**config.mk**
```make
export PLATFORM = sky130hd
export DESIGN_NAME = inst_fetch_unit
export DESIGN_NICKNAME = d
export VERILOG_FILES = /design/src/rtl/inst_fetch_unit.sv
export SDC_FILE = /design/constraint.sdc
export NUM_CORES = 1
export LEC_CHECK = 0
export ABC_AREA = 1
export CAP_MARGIN = 20
export CELL_PAD_IN_SITES_DETAIL_PLACEMENT = 0
export CELL_PAD_IN_SITES_GLOBAL_PLACEMENT = 2
export CORE_MARGIN = 2
export CORE_UTILIZATION = 30
export DETAILED_ROUTE_END_ITERATION = 6
export GPL_TIMING_DRIVEN = 1
export HOLD_SLACK_MARGIN = 0.08
export PLACE_DENSITY_LB_ADDON = 0.1
export SETUP_SLACK_MARGIN = 0.02
export SYNTH_ARGS = -nofsm -noshare
export SYNTH_HDL_FRONTEND = slang
export SYNTH_SLANG_ARGS = --single-unit
```
**constraint.sdc**
```tcl
create_clock -name clk -period 2 [get_ports clk]
set_input_delay 0.4 -clock clk [delete_from_list [all_inputs] [get_ports clk]]
set_output_delay 0.4 -clock clk [all_outputs]
set_load 0.05 [all_outputs]
```
**src/rtl/inst_fetch_unit.sv**
```systemverilog
// -----------------------------------------------------------------------------
// inst_fetch_unit
//
// Sequential instruction fetcher with a 2-entry {pc, instruction} buffer and at
// most one outstanding instruction-memory read. A redirect from the CPU flushes
// the buffer and restarts fetching at the (word-aligned) target. If a read is
// still in flight when the redirect arrives, its response is swallowed before
// the next fetch is issued.
//
// Optional build macro:
//   IFETCH_PERF_EN  adds the fetch_cnt output, which counts instructions
//                   handed to decode (wraps at 2^32, survives redirects).
//
// Ports:
//   clk          clock, rising edge
//   rst          asynchronous reset, active low
//   redirect     branch/jump taken; flush and refetch
//   redirect_pc  branch/jump target (low two bits ignored)
//   imem_req     instruction memory read request
//   imem_addr    word-aligned fetch address, stable while imem_req is high
//   imem_ack     read data valid this cycle
//   imem_rdata   instruction word
//   inst_valid   buffer head holds an instruction for decode
//   inst_ready   decode accepts the head instruction
//   inst         instruction word at buffer head
//   inst_pc      address of inst
//   PC           next fetch address
//   fetch_cnt    (IFETCH_PERF_EN only) number of instructions popped
// -----------------------------------------------------------------------------
// state | meaning
// ------+----------------------------------------------------------------------
// IDLE  | no read in flight; waits for buffer space
// REQ   | read of PC in flight; response is pushed into the buffer
// DROP  | read in flight was made stale by a redirect; response is discarded
// -----------------------------------------------------------------------------
module inst_fetch_unit #(
  parameter logic [31:0] RESET_PC = 32'h0000_0000
) (
  input  logic        clk,
  input  logic        rst,
  input  logic        redirect,
  input  logic [31:0] redirect_pc,
  output logic        imem_req,
  output logic [31:0] imem_addr,
  input  logic        imem_ack,
  input  logic [31:0] imem_rdata,
  output logic        inst_valid,
  input  logic        inst_ready,
  output logic [31:0] inst,
  output logic [31:0] inst_pc,
  output logic [31:0] PC
`ifdef IFETCH_PERF_EN
  ,
  output logic [31:0] fetch_cnt
`endif
);

  typedef enum logic [1:0] {
    ST_IDLE = 2'd0,
    ST_REQ  = 2'd1,
    ST_DROP = 2'd2
  } state_t;

  state_t      state, state_nxt;
  logic [31:0] pc_q, pc_nxt;
  logic [31:0] drop_addr_q, drop_addr_nxt;

  logic [31:0] fifo_pc   [0:1];
  logic [31:0] fifo_inst [0:1];
  logic        rd_ptr, wr_ptr;
  logic [1:0]  count;

  logic        push, pop, flush;
  logic        space_after_push;
  logic [31:0] redirect_target;
  logic        unused_redirect_lsbs;

  assign redirect_target      = {redirect_pc[31:2], 2'b00};
  assign unused_redirect_lsbs = ^redirect_pc[1:0];

  assign inst_valid = (count != 2'd0);
  assign inst       = fifo_inst[rd_ptr];
  assign inst_pc    = fifo_pc[rd_ptr];
  assign PC         = pc_q;
  assign imem_req   = (state != ST_IDLE);
  // In DROP the PC may already point at the redirect target, but the memory
  // must keep seeing the address of the read it is still serving.
  assign imem_addr  = (state == ST_DROP) ? drop_addr_q : pc_q;

  // A redirect cancels any pop presented in the same cycle.
  assign pop = inst_valid && inst_ready && !redirect;

  // Whether the buffer still has a free slot once this response is pushed.
  assign space_after_push = (count == 2'd0) || ((count == 2'd1) && pop);

  always_comb begin
    state_nxt     = state;
    pc_nxt        = pc_q;
    drop_addr_nxt = drop_addr_q;
    push          = 1'b0;
    flush         = 1'b0;

    if (redirect) begin
      flush  = 1'b1;
      pc_nxt = redirect_target;
    end

    case (state)
      ST_IDLE: begin
        // No read in flight, so buffer occupancy alone decides; acks here are
        // leftovers from a request abandoned by reset and are ignored.
        if (!redirect && (count < 2'd2)) state_nxt = ST_REQ;
      end
      ST_REQ: begin
        if (redirect) begin
          if (imem_ack) begin
            state_nxt = ST_IDLE;
          end else begin
            state_nxt     = ST_DROP;
            drop_addr_nxt = pc_q;
          end
        end else if (imem_ack) begin
          push      = 1'b1;
          pc_nxt    = pc_q + 32'd4;
          state_nxt = space_after_push ? ST_REQ : ST_IDLE;
        end
      end
      ST_DROP: begin
        if (imem_ack) state_nxt = ST_IDLE;
      end
      default: state_nxt = ST_IDLE;
    endcase
  end

  always_ff @(posedge clk or negedge rst) begin
    if (!rst) begin
      state       <= ST_IDLE;
      pc_q        <= RESET_PC;
      drop_addr_q <= RESET_PC;
    end else begin
      state       <= state_nxt;
      pc_q        <= pc_nxt;
      drop_addr_q <= drop_addr_nxt;
    end
  end

  always_ff @(posedge clk or negedge rst) begin
    if (!rst) begin
      rd_ptr       <= 1'b0;
      wr_ptr       <= 1'b0;
      count        <= 2'd0;
      fifo_pc[0]   <= 32'd0;
      fifo_pc[1]   <= 32'd0;
      fifo_inst[0] <= 32'd0;
      fifo_inst[1] <= 32'd0;
    end else if (flush) begin
      rd_ptr <= 1'b0;
      wr_ptr <= 1'b0;
      count  <= 2'd0;
    end else begin
      if (push) begin
        fifo_pc[wr_ptr]   <= pc_q;
        fifo_inst[wr_ptr] <= imem_rdata;
        wr_ptr            <= ~wr_ptr;
      end
      if (pop) rd_ptr <= ~rd_ptr;
      case ({push, pop})
        2'b10:   count <= count + 2'd1;
        2'b01:   count <= count - 2'd1;
        default: count <= count;
      endcase
    end
  end

`ifdef IFETCH_PERF_EN
  always_ff @(posedge clk or negedge rst) begin
    if (!rst) begin
      fetch_cnt <= 32'd0;
    end else if (pop) begin
      fetch_cnt <= fetch_cnt + 32'd1;
    end
  end
`endif

endmodule

```
# After elaboration in Yosys (flattened, before gate mapping)
# Index checks and enable logic that the tools add are counted.
dict set report totals {
  reg_bits 198
  inputBits 69
  out_inout_bits 130
  word_cells 80
}
dict set report classes {
  add_sub_neg 3
  n_lt_le_gt_ge 4
  eq_ne 8
  n_mux 32
  bitwise_logic 6
  reduce_logical 17
}
# cell count
set op_table {}
lappend op_table {{32-bit 2-to-1 mux} 12}
lappend op_table {{64-bit bitwise mux} 2}
lappend op_table {{32-bit by 3-bit adder with 32-bit output, second input constant} 1}
lappend op_table {{32-bit demux with 1-bit select} 1}
lappend op_table {{2-bit 2-to-1 mux} 6}
lappend op_table {{1-bit 2-to-1 mux} 9}
lappend op_table {{2-bit nonzero test} 4}
lappend op_table {{2-bit by 1-bit equality test with 1-bit output, second input constant} 3}
lappend op_table {{2-bit one-hot mux with 3 select lines} 1}
lappend op_table {{3-bit AND reduction} 2}
lappend op_table {{1-bit logical AND} 5}
lappend op_table {{2-bit equality test, second input constant} 2}
lappend op_table {{2-bit >= comparator, second input constant} 2}
lappend op_table {{2-bit logical NOT} 2}
lappend op_table {{2-bit inequality test, second input constant} 2}
lappend op_table {{1-bit inverter} 4}
lappend op_table {{1-bit inverter with 2-bit output} 2}
lappend op_table {{2-bit one-hot mux with 2 select lines} 1}
lappend op_table {{3-bit inequality test, second input constant} 1}
lappend op_table {{3-bit nonzero test} 1}
lappend op_table {{2-bit by 1-bit adder with 2-bit output, second input constant} 1}
lappend op_table {{2-bit by 1-bit less-than comparator with 1-bit output, second input constant} 1}
lappend op_table {{2-bit less-than comparator, second input constant} 1}
lappend op_table {{2-bit AND reduction} 1}
lappend op_table {{other kinds (3)} 3}

# Depth between registers and ports, before layout
dict set report depth {
  ltp_word 9
  ltp_mapped 10
}

# Least setup slack after synthesis
# OpenSTA, ideal clock, no wires.
dict set report synth_path {
  kind {reg-to-output}
  start {reg state[0]}
  end {out imem_addr[10]}
  arrival_ns 1.714
  required_ns 1.600
  setup_slack_ns -0.114
  path_stages_with_launch 6
  cell_sequence {dfrtp_1 -> inv_1 -> nand2_1 -> clkbuf_1 -> buf_1 -> a21oi_1}
}
dict set report synth_between {
  elab_chain_cells 2
}
# item line_no
set synth_lines {}
lappend synth_lines {{start, declared} 64} ;# state_t state, state_nxt;
lappend synth_lines {{start signal, assigned} 141} ;# state <= state_nxt;
lappend synth_lines {{2-bit equality test} 88} ;# assign imem_addr = (state == ST_DROP) ? drop_addr_q : pc_q;
lappend synth_lines {{32-bit 2-to-1 mux} 88}
lappend synth_lines {{end, declared} 44} ;# output logic [31:0] imem_addr,
# No other way between the ends.

# Worst setup path after layout
dict set report layout_path {
  start {reg state[0]}
  end {out imem_addr[22]}
}
# Same word-level chain as after synthesis.

==> results.toml <==
[drt]
wl_per_cell_um = 18.4
vias_per_cell = 4.74
first_pass_iters = 5
routed_wirelength_um = 35200
drc = 0
ant_nets = 0
vias = 9037
drt_iter0_markers = 449

[flow_run]
max_cap_viol_count = 0

[finish]
synthToLayoutAreaGrowth_pct = 67.4
utilization_pct = 51.2
final_common_cell = "nand2_1"
final_cells = 1908
layout_common_cells = "nand2_1, dfrtp_1, o21ai_0"
drive_gt1_share_pct = 34.4
fillers = 2997
antenna_cells = 0
nNetsFinal = 1566

[critical_path]
critPathRequiredTime_ns = 1.60
cp_max_fo = 6
end_kind = "output port"
arrival_ns = 1.68
r2r_start = "state[1]$_DFFE_PN0P_"
startpoint = "state[0]$_DFFE_PN0P_"
worstSetupPathType = "flop to output port"
startpoint_type = "flop"

[timing]
fmax_mhz = 480
relSlewSlack_pct = 67.3
min_period_over_period_pct = 104
maxSlewViolCount = 0
finalHoldViolations = 0
fin_skew_ns = 0.0151
finalSetupViolCount = 30
rsz0062_at_grt = "true"
min_period_ns = 2.08
tightest_slew_ns = 0.492
fin_ws_ns = -0.0826

[power]
power.leakage_nw = 7.55
switching_share_pct = 44.7
p_comb_share_pct = 59.8
seq_power_share_pct = 26.4
max-vdd-ir-drop_mv = 0.704
p_sw_mw = 11.9
cellPowerDensity_nw_per_um2 = 1640
finalPower_mw = 26.7
p_int_mw = 14.7
power_frac_clock_pct = 13.8

[place]
io_buffers = 196
gp_congestion = 0.855
place_inst = 1837
dpl.hpwl_um = 21700

[floorplan]
die-area_um2 = 33800
die_h_um = 184
core.rowCount = 65
core_region_area_um2 = 31700
chipWidth_um = 184
initial_utilization_pct = 30.6
io_pins = 199

[yosys]
ys_seq_area_share_pct = 51.1
synth_top_area_share_pct = 51.1
synth_cells = 1247
synth_nets = 1319
netlist-cell-type-count = 26
ys_warn_count = 0
synth_top_area_cell = "dfrtp_1"
netlist_area_um2 = 9700
synth.area.top_cells = "dfrtp_1, nand2_1, o21ai_0, o21ai_2, inv_1"
synth_seq_cells = 198
syn_area_per_cell_um2 = 7.78

[clocking]
cts.path.max_buffers = 2
cts_made_buffers = 17
cts.sinks = 198
cts_root_buf = "clkbuf_16"
tritoncts = "done"
htreeDepth = 4
clk_latency_ns = 0.44
path_clk_slew_ns = 0.08

[global_routing]
grt_pass1_vias = 8552
overflow = 0
grt_max_degree = 52
antenna_found_initial = 0
grtUsageTotal_pct = 19.3
grt_pass1_wl_um = 49600

[min_path]
holdCritPathClass = "input pin to async pin"

[status]
violations = "setup timing"
status = "finished, violations left"
state kept, by name (all words and copies together) (netlist names):
name and count:
PC 32, fifo_inst 64, count 2, fifo_pc 64
drop_addr_q 32, state 2, rd_ptr 1, wr_ptr 1
path summary, 6_finish.rpt:
| path | to | slack [ns] | cells past startpoint |
|---|---|---|---|
| min in group clk | fifo_pc[21]$_DFFE_PN0P_ | 0.49 | 2 |
| worst max register to register | fifo_pc[59]$_DFFE_PN0P_ | 0.11 | 9 |
| worst max-delay path | imem_addr[22] | -0.08 | 5 |
| worst min register to register | fifo_pc[21]$_DFFE_PN0P_ | 0.49 | 2 |
| worst min-delay path | PC[9]$_DFF_PN0_ | 0.45 | 2 |
| max in group asynchronous | fifo_inst[49]$_DFFE_PN0P_ | 0.94 | 3 |
repair_timing:
item	in CTS	in global routing
setup endpoints to repair	95	137
cloned	5	27
hold buffers	1	0
resized for setup	98	288
endpoints found under the hold margin	29	0
pin swaps	1	54
setup buffers	6	5
logic make-up after synthesis:
group / share of synthesized area (%)
fa+ha+maj: 0.387
simple gates: 24.7
compound gates: 15.7
xor+xnor: 0.903
buf+inv: 7.14
flops: 51.1
Yosys cell counts, drive strengths merged:
library cell and number:
clkbuf 46, nand3 26, nand4 9, inv 89
xor2 10, a211oi 1, o21ai 208, a21oi 45
buf 22, a31oi 1, nor3 5, dfrtp 198
o211ai 8, ha 3, or2 3, nor2 82
clkinv 1, nand2 490
layout make-up:
cell class	instances	area (µm²)	area share [%]
repair buffers	292	4330	26.6
inverters	90	350	2.16
clock buffers	19	433	2.67
flip-flops and latches	198	4960	30.5
multi-input cells	895	5490	33.8
well taps	402	503	3.10
clock inverters	12	178	1.09
power by group through the flow:
stage | clock (mW) | sequential, mW | combinational [mW]
after floorplan | 0 | 7.00 | 6.83
after global placement | 0 | 6.65 | 13.3
after detailed placement | 0 | 6.68 | 13.4
after CTS | 3.78 | 6.64 | 14.2
after global routing | 3.96 | 7.24 | 16.9
final | 3.69 | 7.03 | 15.9
per-layer routing:
metal,up-vias,GRT usage (%),wire length [µm]
met5,-,0,0
met2,168,30.9,16800
met1,4369,27.4,16800
met3,13,3.29,1250
li1,4487,-,-
met4,0,4.03,327
through the flow:
stage               setup slack [ns]  cell area [µm²]  setup TNS, ns  hold slack (ns)
finish                       -0.0826            16200          -1.34            0.448
global route                  -0.107            16200          -3.56            0.460
floorplan                     -0.114             9710          -3.43            0.104
detailed placement            -0.121            13400          -7.19            0.347
global placement              -0.119            13400          -6.40            0.346
CTS                          -0.0843            14600          -1.90            0.442
critical path, cell delays in order, from the launching register on:
cell and delay, ns:
dfrtp_1 0.42, inv_4 0.14, nand2_8 0.11, clkbuf_16 0.20
a21oi_4 0.22, buf_12 0.16
(Power assumes the default switching activity.)
